$ cat src/rtl/golomb_param_scheduler.sv
// Adaptive Golomb parameter controller: tracks per-block accumulator A and count N,
// and emits each residual paired with its k on two independent AXI-Stream channels.
module golomb_param_scheduler #(
  parameter int DATA_WIDTH          = 19,
  parameter int MAX_PARAM_VALUE     = 19,
  parameter int MAX_PARAM_VALUE_LOG = 5,
  parameter int COUNT_WIDTH         = 7,
  parameter int COUNT_THRESHOLD     = 64,
  parameter int ACC_WIDTH           = 26,
  parameter int INIT_ACC            = 4,
  parameter int INIT_COUNT          = 1
) (
  input  logic                           clk,
  input  logic                           rst,
  input  logic [DATA_WIDTH-1:0]          input_data,
  input  logic                           input_last,
  input  logic                           input_valid,
  output logic                           input_ready,
  output logic [DATA_WIDTH-1:0]          output_value_data,
  output logic                           output_value_last,
  output logic                           output_value_valid,
  input  logic                           output_value_ready,
  output logic [MAX_PARAM_VALUE_LOG-1:0] output_param_data,
  output logic                           output_param_valid,
  input  logic                           output_param_ready
);

  // Wide enough that N << MAX_PARAM_VALUE never loses bits against A.
  localparam int CMP_WIDTH = ACC_WIDTH + MAX_PARAM_VALUE;

  logic [ACC_WIDTH-1:0]           acc;
  logic [COUNT_WIDTH-1:0]         cnt;
  logic [ACC_WIDTH-1:0]           acc_sum;
  logic [COUNT_WIDTH-1:0]         cnt_inc;
  logic [CMP_WIDTH-1:0]           acc_ext;
  logic [CMP_WIDTH-1:0]           cnt_ext;
  logic [MAX_PARAM_VALUE_LOG-1:0] k;
  logic                           val_pend;
  logic                           par_pend;
  logic                           capture;

  // NOTE: k defaults to the saturated value before the loop so every path assigns it;
  // a combinational block missing a default on some path would infer a latch.
  always_comb begin
    acc_ext = CMP_WIDTH'(acc);
    cnt_ext = CMP_WIDTH'(cnt);
    k       = MAX_PARAM_VALUE_LOG'(MAX_PARAM_VALUE);
    // Scanning downward leaves the smallest qualifying shift in k.
    for (int i = MAX_PARAM_VALUE; i >= 0; i--) begin
      if ((cnt_ext << i) >= acc_ext) k = MAX_PARAM_VALUE_LOG'(i);
    end
  end

  // Ready when every pending beat either is absent or completes this cycle.
  assign input_ready = (!val_pend || output_value_ready) &&
                       (!par_pend || output_param_ready);
  assign capture     = input_valid && input_ready;

  assign acc_sum = acc + ACC_WIDTH'(input_data);
  assign cnt_inc = cnt + COUNT_WIDTH'(1);

  assign output_value_valid = val_pend;
  assign output_param_valid = par_pend;

  // NOTE: all state uses non-blocking assignments so every register samples
  // the pre-edge values of the others, independent of statement order.
  always_ff @(posedge clk) begin
    if (rst) begin
      acc               <= ACC_WIDTH'(INIT_ACC);
      cnt               <= COUNT_WIDTH'(INIT_COUNT);
      val_pend          <= 1'b0;
      par_pend          <= 1'b0;
      output_value_data <= '0;
      output_value_last <= 1'b0;
      output_param_data <= '0;
    end else begin
      if (capture) begin
        output_value_data <= input_data;
        output_value_last <= input_last;
        output_param_data <= k;
        // A capture always refills both slots, overriding any completion.
        val_pend          <= 1'b1;
        par_pend          <= 1'b1;
        if (input_last) begin
          acc <= ACC_WIDTH'(INIT_ACC);
          cnt <= COUNT_WIDTH'(INIT_COUNT);
        end else if (cnt_inc == COUNT_WIDTH'(COUNT_THRESHOLD)) begin
          acc <= acc_sum >> 1;
          cnt <= cnt_inc >> 1;
        end else begin
          acc <= acc_sum;
          cnt <= cnt_inc;
        end
      end else begin
        if (output_value_ready) val_pend <= 1'b0;
        if (output_param_ready) par_pend <= 1'b0;
      end
    end
  end

endmodule

$ cat config.mk
export PLATFORM = sky130hd
export DESIGN_NAME = golomb_param_scheduler
export DESIGN_NICKNAME = d
export VERILOG_FILES = /design/src/rtl/golomb_param_scheduler.sv
export SDC_FILE = /design/constraint.sdc
export NUM_CORES = 1
export LEC_CHECK = 0
export BUFFER_PORTS_ARGS = -buffer_cell sky130_fd_sc_hd__clkbuf_2
export CAP_MARGIN = 20
export CORE_UTILIZATION = 45
export DETAILED_ROUTE_END_ITERATION = 10
export PLACE_DENSITY = 0.69
export SLEW_MARGIN = 0
export SYNTH_ARGS = -nofsm -noshare
export SYNTH_HDL_FRONTEND = slang
export SYNTH_SLANG_ARGS = --single-unit
export TNS_END_PERCENT = 5
$ cat constraint.sdc
create_clock -name clk -period 2.75 [get_ports clk]
set_input_delay 0.1375 -clock clk [delete_from_list [all_inputs] [get_ports clk]]
set_output_delay 0.1375 -clock clk [all_outputs]
set_load 0.03 [all_outputs]
==> run_results.csv <==
group,metric,value,unit
detailed_routing,dr.first_iter.drc_count,443,
cells_and_area,fin_util,55.1,%
die,dieArea,16000,sq um
die,ios,53,
detailed_routing,wl_per_cell,17.0,um
cells_and_area,postLayoutCellArea,8380,sq um
detailed_routing,drt-total-wl,20200,um
placed_design,portBuffers,52,
clocking,clock_path_buffers,2,
clocking,htreeDepth,3,
global_route,grt.overflow.total,0,
synthesis,syn_avg_cell_area,7.99,sq um
clocking,cts_sinks,60,
global_route,grt.total_usage,25.7,%
timing,layout_min_cycle_time,2670,ps
clocking,cts_tree,"done",
timing,tightest_slew,774,ps
detailed_routing,num_vias,7082,
timing,post-route-period-util,97.1,%
global_route,grt_antenna_before_repair,0,
synthesis,syn_nets,1053,
worst_setup_path,reg2reg_to,"output_param_data[0]",
synthesis,yosysMostFrequentCell,"ha_1",
timing,setup_viol,0,
placed_design,dp_hpwl,15400,um
cells_and_area,area_growth,19.9,%
synthesis,yosys.area.top_type_share,27.4,%
die,die_x,127,um
flow_run,cap_violations,0,
timing,slew_violations,0,
placed_design,gp_congestion,0.903,
placed_design,place_ws,29.3,ps
timing,fin_tns_setup,0,ps
worst_setup_path,critPathCapture,"output_param_data[0]",
synthesis,syn_inst,874,
placed_design,placedInstanceArea,7970,sq um
timing,finalClockSkew,5.68,ps
cells_and_area,drive_above_1_share,19.8,%
clocking,clkTransAtPathRegs,60,ps
clocking,cts_made_buffers,9,
synthesis,synth_warnings,0,
worst_setup_path,worst_setup_path_end_kind,"flip-flop",
timing,fin_ws,78.8,ps
cells_and_area,fin_nets,1171,
synthesis,yosysTopAreaCell,"ha_1",
hold_path,min_path_type,"in -> reg",
synthesis,synth_cell_types,81,
worst_setup_path,reg2reg_depth,10,
detailed_routing,drc,0,
worst_setup_path,critPathMaxFanout,5,
synthesis,synth_ff_type,"dfxtp_1",
worst_setup_path,crit_required,3030,ps
worst_setup_path,path_class,"reg -> reg",
clocking,clk_latency,340,ps
clocking,cts-root-buf,"clkbuf_16",
worst_setup_path,cp.arrival,2960,ps
synthesis,syn_area,6990,sq um
die,die_y,127,um
detailed_routing,firstDrtPassIters,5,
run_status,status,"completed",
global_route,grt_pass1_wl,33200,um
global_route,grt_max_degree,50,
die,rows,45,
power_and_ir_drop,p_per_area,444,nW/um^2
cells_and_area,n_antenna_cell,0,
power_and_ir_drop,vdd_ir_drop_max,0.000353,V
detailed_routing,postRouteAntennaNets,0,
synthesis,synth_enable_flop_cells,0,
synthesis,synthArstFlopShare,0,%
power_and_ir_drop,p_leak,3.79,nW
global_route,grt_pass1_vias,6649,
synthesis,yosys-top-cells-area,"ha_1 27%, dfxtp_1 17%, a21oi_1 6.7%, nand2_1 5.5%, o21ai_0 3.7%",
worst_setup_path,reg2reg_slack,80,ps
synthesis,ys_ff_latch,60,
worst_setup_path,worst_setup_path_start_kind,"flip-flop",
synthesis,yosys-top-cells-count,"153 x ha_1, 102 x nand2_1, 94 x a21oi_1",
worst_setup_path,crit_start,"acc[2]",
detailed_routing,via_per_inst,5.98,
die,core-area,15200,sq um
clocking,hold_buffers,0,
die,initial_core_util,46.0,%
timing,hold_violations,0,
synthesis,yosysSeqAreaShare,17.2,%
power_and_ir_drop,post-layout-total-power,3.72,mW
worst_setup_path,reg2reg_from,"acc[2]",
timing,max_freq,374,MHz
timing,relSlewSlack,48.2,%
-- flip-flops by register name (all words and copies together), names as in the netlist --
| register | flops |
|---|---|
| cnt | 7 |
| acc | 26 |
| output_value_data | 19 |
| output_value_valid | 1 |
| output_value_last | 1 |
| output_param_data | 5 |
| output_param_valid | 1 |
-- cells in the final DEF (no fill, tap or decap), drive strengths merged, types with 6 or more instances in the layout --
cell / n
a211o: 6
a211oi: 16
a21o: 15
a21oi: 94
a221oi: 6
a22oi: 11
a31oi: 10
buf: 81
clkbuf: 61
dfxtp: 60
ha: 153
inv: 38
mux2i: 6
nand2: 102
nand2b: 14
nand3: 19
nand4: 12
nor2: 57
nor2b: 6
nor3: 21
nor4: 16
o211ai: 15
o21a: 14
o21ai: 55
or3: 6
or4: 7
xnor2: 13
xor2: 7
-- worst min-delay path by stage --
stage | startpoint | to | slack [ps] | depth (start not counted)
finish | input_data[17] | output_value_data[17] | 30 | 3
global route | input_data[3] | output_value_data[3] | 40 | 3
CTS | input_data[4] | output_value_data[4] | 20 | 3
detailed placement | input_data[10] | output_value_data[10] | 390 | 3
global placement | input_data[3] | output_value_data[3] | 380 | 3
floorplan | input_data[0] | output_value_data[0] | 270 | 2
-- timing repair --
item | 4_1_cts | 5_1_grt
resized for setup | 2 | 18
gates cloned | 0 | 0
pin swaps | 0 | 4
buffers inserted | 0 | 1
setup endpoints to repair | 1 | 15
-- power breakdown --
part           internal, mW  total [mW]  switching [mW]
combinational         0.587        1.39           0.805
sequential            0.933       0.988          0.0552
clock                 0.891        1.34           0.447
-- critical path, cell delays in order, from the launching register on --
cell and delay, ps:
dfxtp_1 460, inv_1 120, ha_1 290, nor3b_1 160, a41oi_1 240, a21oi_1 100
o31a_1 300, o211a_1 210, a211o_2 330, nor4_2 250, a211o_1 160
-- cell type report --
| class | instances | area, sq um |
|---|---|---|
| fill | 1425 | 6830 |
| multi-input combinational | 751 | 5560 |
| sequential | 60 | 1220 |
| timing repair buffer | 133 | 881 |
| tap | 188 | 235 |
| clock buffer | 9 | 225 |
| inverter | 37 | 139 |
| clock inverter | 7 | 124 |
-- cells by family after synthesis --
| group | Yosys count | share of synthesized area (%) |
|---|---|---|
| fa+ha+maj | 154 | 27.7 |
| simple gates | 281 | 20.7 |
| compound gates | 286 | 26.6 |
| flops | 60 | 17.2 |
| xor+xnor | 20 | 2.51 |
| buf+inv | 63 | 3.85 |
| mux | 10 | 1.50 |
-- routing by layer --
metal	routed length [um]	up-vias	share of wire (%)	global-route usage, %
li1	-	3563	-	-
met1	9560	3293	47	35.1
met2	9230	197	46	42.2
met3	1100	29	5.4	4.05
met4	312	0	1.5	6.38
met5	0	-	0	0
-- through the flow --
stage / hold WS [ps] / std cells
6_report: 32.6 / 1185
5_1_grt: 39.7 / 1185
4_1_cts: 25.0 / 1184
3_5_place_dp: 386 / 1168
3_3_place_gp: 383 / 1168
2_1_floorplan: 274 / 874
(Power assumes the default switching activity.)
